$ cat config.mk
export PLATFORM = sky130hd
export DESIGN_NAME = pipe_buffer
export DESIGN_NICKNAME = d
export VERILOG_FILES = /design/src/rtl/pipe_buffer.sv
export SDC_FILE = /design/constraint.sdc
export NUM_CORES = 1
export LEC_CHECK = 0
export ABC_AREA = 0
export CAP_MARGIN = 20
export CORE_UTILIZATION = 47
export DETAILED_ROUTE_END_ITERATION = 10
export GPL_TIMING_DRIVEN = 1
export PLACE_DENSITY = 0.81
export SLEW_MARGIN = 10
export SYNTH_ARGS = -nofsm -noshare
export SYNTH_HDL_FRONTEND = slang
export SYNTH_SLANG_ARGS = --single-unit
export TNS_END_PERCENT = 1
$ cat constraint.sdc
create_clock -name clk_i -period 5.35 [get_ports clk_i]
set_input_delay 1.07 -clock clk_i [delete_from_list [all_inputs] [get_ports clk_i]]
set_output_delay 1.07 -clock clk_i [all_outputs]
set_load 0.02 [all_outputs]
$ cat src/rtl/pipe_buffer.sv
// Elastic pipeline register: a DEPTH-entry in-order buffer with valid/ready on both sides,
// a flush path, and a saturating counter of beats discarded by flush.
module pipe_buffer #(
    parameter int DATA_W = 32,
    parameter int DEPTH  = 2,
    parameter int CNT_W  = 16
) (
    input  logic                         clk_i,
    input  logic                         reset_i,
    input  logic                         valid_i,
    input  logic [DATA_W-1:0]            data_i,
    output logic                         ready_o,
    output logic                         valid_o,
    output logic [DATA_W-1:0]            data_o,
    input  logic                         ready_i,
    input  logic                         flush_i,
    output logic [$clog2(DEPTH+1)-1:0]   count_o,
    output logic [CNT_W-1:0]             flushed_cnt_o
);

    localparam int CW    = $clog2(DEPTH + 1);
    localparam int PTR_W = (DEPTH > 1) ? $clog2(DEPTH) : 1;
    // A one-entry buffer still needs a 1-bit pointer, so it gets a second, never-used slot.
    localparam int MEM_N = (DEPTH < 2) ? 2 : DEPTH;
    localparam int SUM_W = ((CNT_W > CW) ? CNT_W : CW) + 1;

    logic [DATA_W-1:0] mem [MEM_N];
    logic [PTR_W-1:0]  head;
    logic [PTR_W-1:0]  tail;
    logic [CW-1:0]     count;
    logic [CNT_W-1:0]  flushed_cnt;

    logic              acc;
    logic              pop;
    logic [SUM_W-1:0]  flush_add;
    logic [SUM_W-1:0]  flush_sum;
    logic              flush_sat;

    function automatic logic [PTR_W-1:0] next_ptr(input logic [PTR_W-1:0] p);
        return (p == PTR_W'(DEPTH - 1)) ? '0 : p + 1'b1;
    endfunction

    // Handshake: a beat moves on a side only in a cycle where both valid and ready are high
    // at the rising edge; flush suppresses both transfers. ready_o and valid_o depend only on
    // the registered count, so neither side sees a combinational path from the other.
    assign ready_o = (count < CW'(DEPTH));
    assign valid_o = (count != '0);
    assign acc     = valid_i & ready_o & ~flush_i;
    assign pop     = valid_o & ready_i & ~flush_i;

    assign data_o        = mem[head];
    assign count_o       = count;
    assign flushed_cnt_o = flushed_cnt;

    // Discarded beats are everything stored plus a beat that would have been accepted.
    assign flush_add = SUM_W'(count) + SUM_W'(valid_i & ready_o);
    assign flush_sum = SUM_W'(flushed_cnt) + flush_add;
    assign flush_sat = (flush_sum > SUM_W'({CNT_W{1'b1}}));

    always_ff @(posedge clk_i or posedge reset_i) begin
        if (reset_i) begin
            head        <= '0;
            tail        <= '0;
            count       <= '0;
            flushed_cnt <= '0;
        end else if (flush_i) begin
            head        <= '0;
            tail        <= '0;
            count       <= '0;
            flushed_cnt <= flush_sat ? {CNT_W{1'b1}} : flush_sum[CNT_W-1:0];
        end else begin
            if (acc) begin
                tail <= next_ptr(tail);
            end
            if (pop) begin
                head <= next_ptr(head);
            end
            count <= count + CW'(acc) - CW'(pop);
        end
    end

    // Storage is zeroed only by reset; flush leaves contents in place.
    always_ff @(posedge clk_i or posedge reset_i) begin
        if (reset_i) begin
            for (int i = 0; i < MEM_N; i++) begin
                mem[i] <= '0;
            end
        end else if (acc) begin
            mem[tail] <= data_i;
        end
    end

endmodule

==> flow_summary.yaml, run 1 <==
layout:
  post-route-util_pct: 64.1
  n_antenna_cell: 0
  areaGrowthSynthToFinish_pct: 30.6
  nets: 413
  final_layout_size_suffix_gt1_share_pct: 32.7
clocking:
  clk_pin_slew_worst_paths_ns: 0.08
  cts_setup_buffers: 0
  tritoncts: "built"
  cts_buffer_depth: 2
  cts_sinks: 84
  cts_resized: 0
  cts_buffers: 9
  clk_latency_ns: 0.34
  htree_levels: 3
  clockRootBuffer: "clkbuf_8"
  holdBufCountCts: 0
timing:
  rsz0062_at_grt: "false"
  layout_min_cycle_time_ns: 3.56
  relSlewSlack_pct: 33.2
  finalMaxSlewViolations: 0
  worst_slew_pin_slew_ns: 0.999
  fmax_mhz: 281
  final.setup_skew_ns: 0.00771
  fin_crit_sh_pct: 66.6
  hold_violations: 0
  final-setup-viol-count: 0
  final.setup.tns_ns: 0
route:
  wl_per_cell_um: 15.6
  drc: 0
  drt_iter0_drc: 30
  vias_per_cell: 5.32
  wl_um: 7470
  antenna_left: 0
  drtPass1Iterations: 4
  via_count: 2544
global_route:
  grtUsageTotal_pct: 19.0
  grt_pass1_wl_um: 12600
  grt_overflow: 0
  grt_max_degree: 44
  grt_pass1_vias: 2569
  antenna_found_initial: 0
min_path:
  min_path_cells: 1
  whs_endpoint: "mem[4]"
  hp-class: "flop to flop"
  hold_path_startpoint: "mem[4]"
setup_path:
  path_class: "flop to output port"
  arrival_ns: 2.49
  crit_required_ns: 4.28
  cp-end-kind: "output port"
  startpoint_type: "flop"
  r2r_start: "count_o[1]"
  r2r.worst_path.cells: 8
  reg2reg_setup_slack_ns: 2.70
  setup.worst_path.start: "head"
  rr_endpoint: "flushed_cnt_o[14]"
  path_max_fanout: 18
yosys:
  synth_area_um2: 3810
  yosysMostFrequentCell: "mux2_2"
  synthesis.nets: 324
  synth_area_leaders: "dfrtp_1 (55%), mux2_2 (29%), nand2_1 (1.3%), nor2_1 (1.1%), fa_1 (1.1%)"
  yosysSeqAreaShare_pct: 55.2
  synthCells: 282
  yosysWarnings: 0
  synth_common_cells: "mux2_2 (98), dfrtp_1 (84), nand2_1 (13), nor2_1 (11), inv_1 (8)"
  ys_ff_latch: 84
  post_synth_num_cell_types: 30
  synth_area_per_cell_um2: 13.5
  synth_top_area_share_pct: 55.2
  synthFlopType: "dfrtp_1"
  synth_edf_count: 0
  synth_top_area_cell: "dfrtp_1"
  ys_async_sr_fraction_pct: 100
floorplan:
  dieArea_um2: 8470
  die_x_um: 92.1
  core.rowCount: 32
  initial_core_util_pct: 49.1
  die_h_um: 92.1
  io_pins: 89
  core_um2: 7770
run:
  drv_cap: 0
placed_design:
  place_congestion: 0.895
  hpwlAfterDp_um: 4990
  io_buffers: 88
pwr:
  powerDensity_nw_per_um2: 488
  totalPowerFinal_mw: 2.43
  p_sw_mw: 0.798
  ir_drop_mv: 0.297
  comb_power_share_pct: 41.6
  seqPwrFrac_pct: 42.0
  p_leak_nw: 2.07
  internal-power_mw: 1.63
  swShare_pct: 32.9
  pwr-share-clk_pct: 16.4
run_status:
  outcome: "completed"
-- placed cells by master, fill, tap and decap left out --
cell	count
mux2_2	98
clkdlybuf4s50_1	88
dfrtp_1	84
nand2_1	13
clkbuf_8	10
nor2_1	9
inv_1	7
nand3_1	6
a21oi_1	5
o21ai_0	5
nand4_1	4
nor3_1	4
xnor2_1	4
xor2_1	4
clkinv_2	4
ha_1	3
nor2b_1	2
nand2b_1	2
nor2_4	2
o22a_1	2
mux2i_1	2
or3_1	2
fa_1	2
clkinv_4	2
buf_4	2
and4_2	1
nor4bb_1	1
and3b_1	1
nand4_2	1
nor4b_1	1
or4b_4	1
o31ai_1	1
or4_1	1
or2_2	1
clkinvlp_4	1
-- area by class of cell --
type | count | area (um^2)
clock buffer | 10 | 138
clock inverter | 6 | 40.0
fill | 584 | 2790
inverter | 8 | 31.3
multi-input combinational | 178 | 1640
sequential | 84 | 2100
tap | 102 | 128
timing repair buffer | 90 | 896
-- how the worst max path moves through the flow --
stage / endpoint / depth (start not counted)
final: data_o[29] / 3
after global routing: data_o[17] / 3
after CTS: data_o[10] / 3
after detailed placement: flushed_cnt_o[14] / 9
after global placement: flushed_cnt_o[14] / 9
after floorplan: count_o[0] / 1
-- power by group through the flow --
stage	combinational [mW]	clock, mW	sequential (mW)
5_1_grt	1.08	0.447	1.06
2_1_floorplan	0.620	0	1.02
3_3_place_gp	1.00	0	1.01
3_5_place_dp	1.01	0	1.03
6_report	1.01	0.399	1.02
4_1_cts	1.02	0.417	1.02
-- per-stage QoR --
stage | setup slack (ns) | instances | hold WS (ns) | cell area (um^2)
2_1_floorplan | 2.11 | 282 | 0.475 | 3810
3_3_place_gp | 1.71 | 462 | 0.483 | 4800
3_5_place_dp | 1.64 | 462 | 0.490 | 4800
4_1_cts | 1.74 | 478 | 0.512 | 4980
5_1_grt | 1.65 | 478 | 0.526 | 4980
6_report | 1.79 | 478 | 0.506 | 4980
-- registers in the layout (all words and copies together) (netlist names) --
signal         flops
head               1
tail               1
mem               64
count_o            2
flushed_cnt_o     16
-- critical path, stage by stage (launching register included) --
cell and delay (ns):
dfrtp_1 0.83, buf_4 0.39, mux2_2 0.39, clkdlybuf4s50_1 0.54
-- layer usage --
metal	wire [um]	global-route usage, %	share of wire [%]
met4	55	5.99	0.74
met5	0	0	0
met1	3580	26.3	48
met3	419	4.81	5.6
met2	3410	29.3	46
-- kinds of logic (layout without fill, tap and decap cells) --
family,after synthesis,in the layout,synth area share (%)
simple gates,52,52,7.35
flops,84,84,55.2
xor+xnor,8,8,1.84
compound gates,13,13,1.97
mux,100,100,29.5
fa+ha+maj,5,5,2.04
buf+inv,20,114,2.17
(Power assumes the default switching activity.)
==> inputs of run 2 (changes only) <==
clock period = 3.5 ns   (was 5.35 ns; I/O delays follow)
==> run 2 against run 1 <==
Effect of this change: clock skew increased by 0.0023 ns; via count is 0.35% lower; highest routed layer unchanged; largest cell class unchanged; core utilization rose by 1.6 points.
==> flow_summary.yaml, run 2 (same netlist as run 1, synthesis figures left out) <==
placed_design:
  hpwlAfterDp_um: 5170
  place_congestion: 0.855
  io_buffers: 88
floorplan:
  core.rowCount: 32
  dieArea_um2: 8470
  io_pins: 89
  core_um2: 7770
  die_x_um: 92.1
  initial_core_util_pct: 49.1
  die_h_um: 92.1
clocking:
  clk_pin_slew_worst_paths_ns: 0.08
  cts_setup_buffers: 0
  htree_levels: 3
  holdBufCountCts: 0
  cts_buffers: 9
  clockRootBuffer: "clkbuf_8"
  cts_sinks: 84
  tritoncts: "built"
  cts_resized: 0
  clk_latency_ns: 0.35
  cts_buffer_depth: 2
layout:
  multi_input_area_um2: 1640
  areaGrowthSynthToFinish_pct: 33.9
  final_common_cell: "mux2_2"
  n_antenna_cell: 0
  largest_reg_flops: 64
  fillers: 586
  layout_common_cells: "mux2_2 (98), clkdlybuf4s50_1 (88), dfrtp_1 (84)"
  final_layout_size_suffix_gt1_share_pct: 33.2
  post-route-util_pct: 65.7
  final-seq-area_um2: 2100
  nets: 417
  regMostFlops: "mem"
run_status:
  outcome: "completed"
setup_path:
  r2r.worst_path.cells: 8
  crit_required_ns: 3.74
  r2r_start: "count_o[1]"
  rr_endpoint: "flushed_cnt_o[14]"
  arrival_ns: 3.11
  path_max_fanout: 6
  startpoint_type: "input pin"
  reg2reg_setup_slack_ns: 0.94
  cp-end-kind: "flop"
  path_class: "input pin to flop"
timing:
  hold_violations: 0
  final-setup-viol-count: 0
  final.setup_skew_ns: 0.00998
  fin_crit_sh_pct: 82.2
  layout_min_cycle_time_ns: 2.88
  relSlewSlack_pct: 50.8
  final.setup.tns_ns: 0
  worst_slew_pin_slew_ns: 0.738
  rsz0062_at_grt: "false"
  finalMaxSlewViolations: 0
  fmax_mhz: 348
route:
  wl_per_cell_um: 16.0
  via_count: 2535
  drt_iter0_drc: 47
  vias_per_cell: 5.27
  drc: 0
  drtPass1Iterations: 4
  wl_um: 7700
  antenna_left: 0
global_route:
  grtUsageTotal_pct: 19.3
  grt_max_degree: 45
  antenna_found_initial: 0
  grt_pass1_wl_um: 12700
  grt_pass1_vias: 2617
  grt_overflow: 0
run:
  drv_cap: 0
min_path:
  min_path_cells: 1
  hold_path_startpoint: "mem[19]"
  whs_endpoint: "mem[19]"
  hp-class: "flop to flop"
pwr:
  p_leak_nw: 2.13
  ir_drop_mv: 0.354
  powerDensity_nw_per_um2: 784
[run 2: changes by cell type in the layout (fill, tap and decap cells not counted)]
cell        previous run  this run
bufinv_16              0         4
buf_4                  2         5
clkinv_2               4         1
buf_12                 0         1
clkbuf_8              10         9
clkinvlp_4             1         0
[run 2: power by group]
| group | internal (mW) | switching [mW] | total, mW |
|---|---|---|---|
| clock | 0.545 | 0.343 | 0.888 |
| sequential | 1.33 | 0.213 | 1.55 |
| combinational | 0.891 | 0.676 | 1.57 |
| total | 2.77 | 1.23 | 4.00 |
[run 2: critical path, cell delays in order]
cell             delay, ns
clkdlybuf4s50_1       0.44
nor2b_1               0.25
fa_1                  0.24
inv_1                 0.06
fa_1                  0.39
and3b_1               0.26
nand3_1               0.19
nor3_1                0.21
mux2_2                0.36
[run 2: how the worst max path moves through the flow]
| stage | start | endpoint | cells past startpoint |
|---|---|---|---|
| floorplan | reset_i | count_o[0] | 1 |
| global placement | valid_i | flushed_cnt_o[14] | 9 |
| detailed placement | valid_i | flushed_cnt_o[14] | 9 |
| CTS | head | data_o[29] | 3 |
| global route | valid_i | flushed_cnt_o[9] | 9 |
| finish | valid_i | flushed_cnt_o[14] | 9 |
[run 2: final cells by class]
class / instances / share of cell area [%]
Timing Repair Buffer: 94 / 18.4
Tap cell: 102 / 2.50
Multi-Input combinational cell: 178 / 32.2
Inverter: 8 / 0.613
Sequential cell: 84 / 41.2
Clock inverter: 6 / 2.70
Clock buffer: 9 / 2.43
[run 2: routing by layer]
| metal | wire length [um] | vias up | track usage (%) |
|---|---|---|---|
| met4 | 116 | 0 | 6.25 |
| met5 | 0 | - | 0 |
| met1 | 3650 | 1268 | 26.7 |
| li1 | - | 1179 | - |
| met3 | 372 | 10 | 4.23 |
| met2 | 3570 | 78 | 30.3 |
[run 2: metrics by stage]
| stage | hold WS [ns] | cells | instance area, um^2 | setup WS, ns | total power [mW] |
|---|---|---|---|---|---|
| 2_1_floorplan | 0.475 | 282 | 3810 | 0.635 | 2.50 |
| 3_3_place_gp | 0.483 | 466 | 4840 | 0.337 | 3.09 |
| 3_5_place_dp | 0.491 | 466 | 4840 | 0.238 | 3.15 |
| 4_1_cts | 0.511 | 481 | 5100 | 0.605 | 4.04 |
| 5_1_grt | 0.524 | 481 | 5100 | 0.485 | 4.24 |
| 6_report | 0.506 | 481 | 5100 | 0.624 | 4.00 |
==> inputs of run 3 (changes only) <==
CORE_UTILIZATION = 45   (was 47)
clock period = 2.6 ns   (was 3.5 ns; I/O delays follow)
==> run 3 against run 2 <==
Effect of this change: first-iteration DRC count is 19% lower; critical path depth stayed put; final cell count is 2.9% higher; sequential power is 35% higher; worst setup slack worse by 0.50 ns; flip-flop and latch count stayed put; count of clock-buffer cells in the layout is 1 higher; global-route usage is 0.093 points higher; combinational power is 39% higher.
==> flow_summary.yaml, run 3 (same netlist as run 1, synthesis figures left out) <==
route:
  drtPass1Iterations: 4
  wl_per_cell_um: 16.2
  via_count: 2578
  drt_iter0_drc: 38
  antenna_left: 0
  vias_per_cell: 5.21
  drc: 0
  wl_um: 8020
pwr:
  ir_drop_mv: 0.635
  powerDensity_nw_per_um2: 1030
  p_leak_nw: 2.19
clocking:
  clk_pin_slew_worst_paths_ns: 0.08
  tritoncts: "built"
  cts_buffers: 9
  clk_latency_ns: 0.34
  htree_levels: 3
  cts_sinks: 84
  cts_buffer_depth: 2
  clockRootBuffer: "clkbuf_8"
layout:
  final_layout_size_suffix_gt1_share_pct: 36.4
  largest_reg_flops: 64
  fillers: 616
  nets: 427
  multi_input_area_um2: 1670
  fin_area_um2: 5230
  layout_common_cells: "mux2_2 (98), clkdlybuf4s50_1 (88), dfrtp_1 (84)"
  final-seq-area_um2: 2100
  final_common_cell: "mux2_2"
  regMostFlops: "mem"
  stdcell_count: 495
  n_antenna_cell: 0
  areaGrowthSynthToFinish_pct: 37.3
setup_path:
  path_class: "input pin to flop"
  crit_required_ns: 2.83
  cp-end-kind: "flop"
  setup.worst_path.start: "valid_i"
  r2r_start: "count_o[1]"
  startpoint_type: "input pin"
  path_max_fanout: 6
  arrival_ns: 2.70
floorplan:
  core_um2: 8220
  initial_core_util_pct: 46.4
  io_pins: 89
  die_x_um: 94.0
  dieArea_um2: 8840
  die_h_um: 94.0
  core.rowCount: 33
min_path:
  hp-class: "flop to flop"
  hold_path_startpoint: "mem[8]"
timing:
  layout_min_cycle_time_ns: 2.47
  relSlewSlack_pct: 57.7
  worst_slew_pin_slew_ns: 0.633
  final.setup_skew_ns: 0.0102
  fin_ws_ns: 0.129
  final-setup-viol-count: 0
  rsz0062_at_grt: "false"
  fin_crit_sh_pct: 95.0
  fmax_mhz: 405
  hold_violations: 0
  finalMaxSlewViolations: 0
placed_design:
  hpwlAfterDp_um: 5530
  io_buffers: 88
  placed_area_um2: 4960
  place_congestion: 0.823
  dp_slack_ns: -0.341
  place_inst: 479
global_route:
  grt_overflow: 0
  grt_max_degree: 32
  grt_pass1_wl_um: 13200
  antenna_found_initial: 0
  grtUsageTotal_pct: 19.4
  grt_pass1_vias: 2809
run:
  drv_cap: 0
run_status:
  outcome: "completed"
[run 3: power by group]
part	internal, mW	leakage (nW)	switching [mW]
clock	0.640	0.120	0.455
combinational	1.25	1.06	0.935
sequential	1.80	1.01	0.293
[run 3: worst paths after layout]
check                                    end  slack [ns]  cells after the start
setup / recovery           flushed_cnt_o[14]        0.13                      9
max in group asynchronous               tail        1.44                      3
hold / removal                        mem[8]        0.51                      1
min in group asynchronous            mem[24]        0.60                      2
setup reg to reg           flushed_cnt_o[14]        0.37                      8
hold reg to reg                       mem[8]        0.51                      1
[run 3: per-stage QoR]
step / hold WS (ns) / util (%) / setup TNS [ns] / power, mW
final: 0.506 / 63.7 / 0 / 5.37
after global routing: 0.520 / 63.7 / 0 / 5.67
after CTS: 0.510 / 63.3 / 0 / 5.41
after detailed placement: 0.493 / 60.4 / -1.42 / 4.30
after global placement: 0.483 / 60.4 / -0.951 / 4.21
after floorplan: 0.475 / - / 0 / 3.37
[run 3: repair_timing]
| item | in CTS | in global routing |
|---|---|---|
| gates resized for setup | 0 | 8 |
| setup buffers | 0 | 0 |
| setup endpoints to repair | 0 | 3 |
| hold buffers | 0 | 0 |
[run 3: layer usage]
metal	wire length [um]	part of all wire [%]	track usage, %
met1	3350	42	23.8
met2	4120	51	34.1
met3	440	5.5	4.53
met4	109	1.4	5.38
met5	0	0	0
[run 3: worst max-delay path, stage by stage]
cell	delay, ns
clkdlybuf4s50_1	0.45
nor2b_2	0.16
fa_2	0.21
inv_1	0.05
fa_2	0.35
and3b_2	0.28
nand3_4	0.12
nor3_4	0.20
mux2_2	0.35
[run 3: cell type report]
| type | count | area share, % |
|---|---|---|
| clock inverter | 6 | 2.15 |
| timing repair buffer | 104 | 20.1 |
| tap | 105 | 2.51 |
| multi-input combinational | 178 | 32.0 |
| clock buffer | 10 | 2.44 |
| sequential | 84 | 40.2 |
| inverter | 8 | 0.646 |
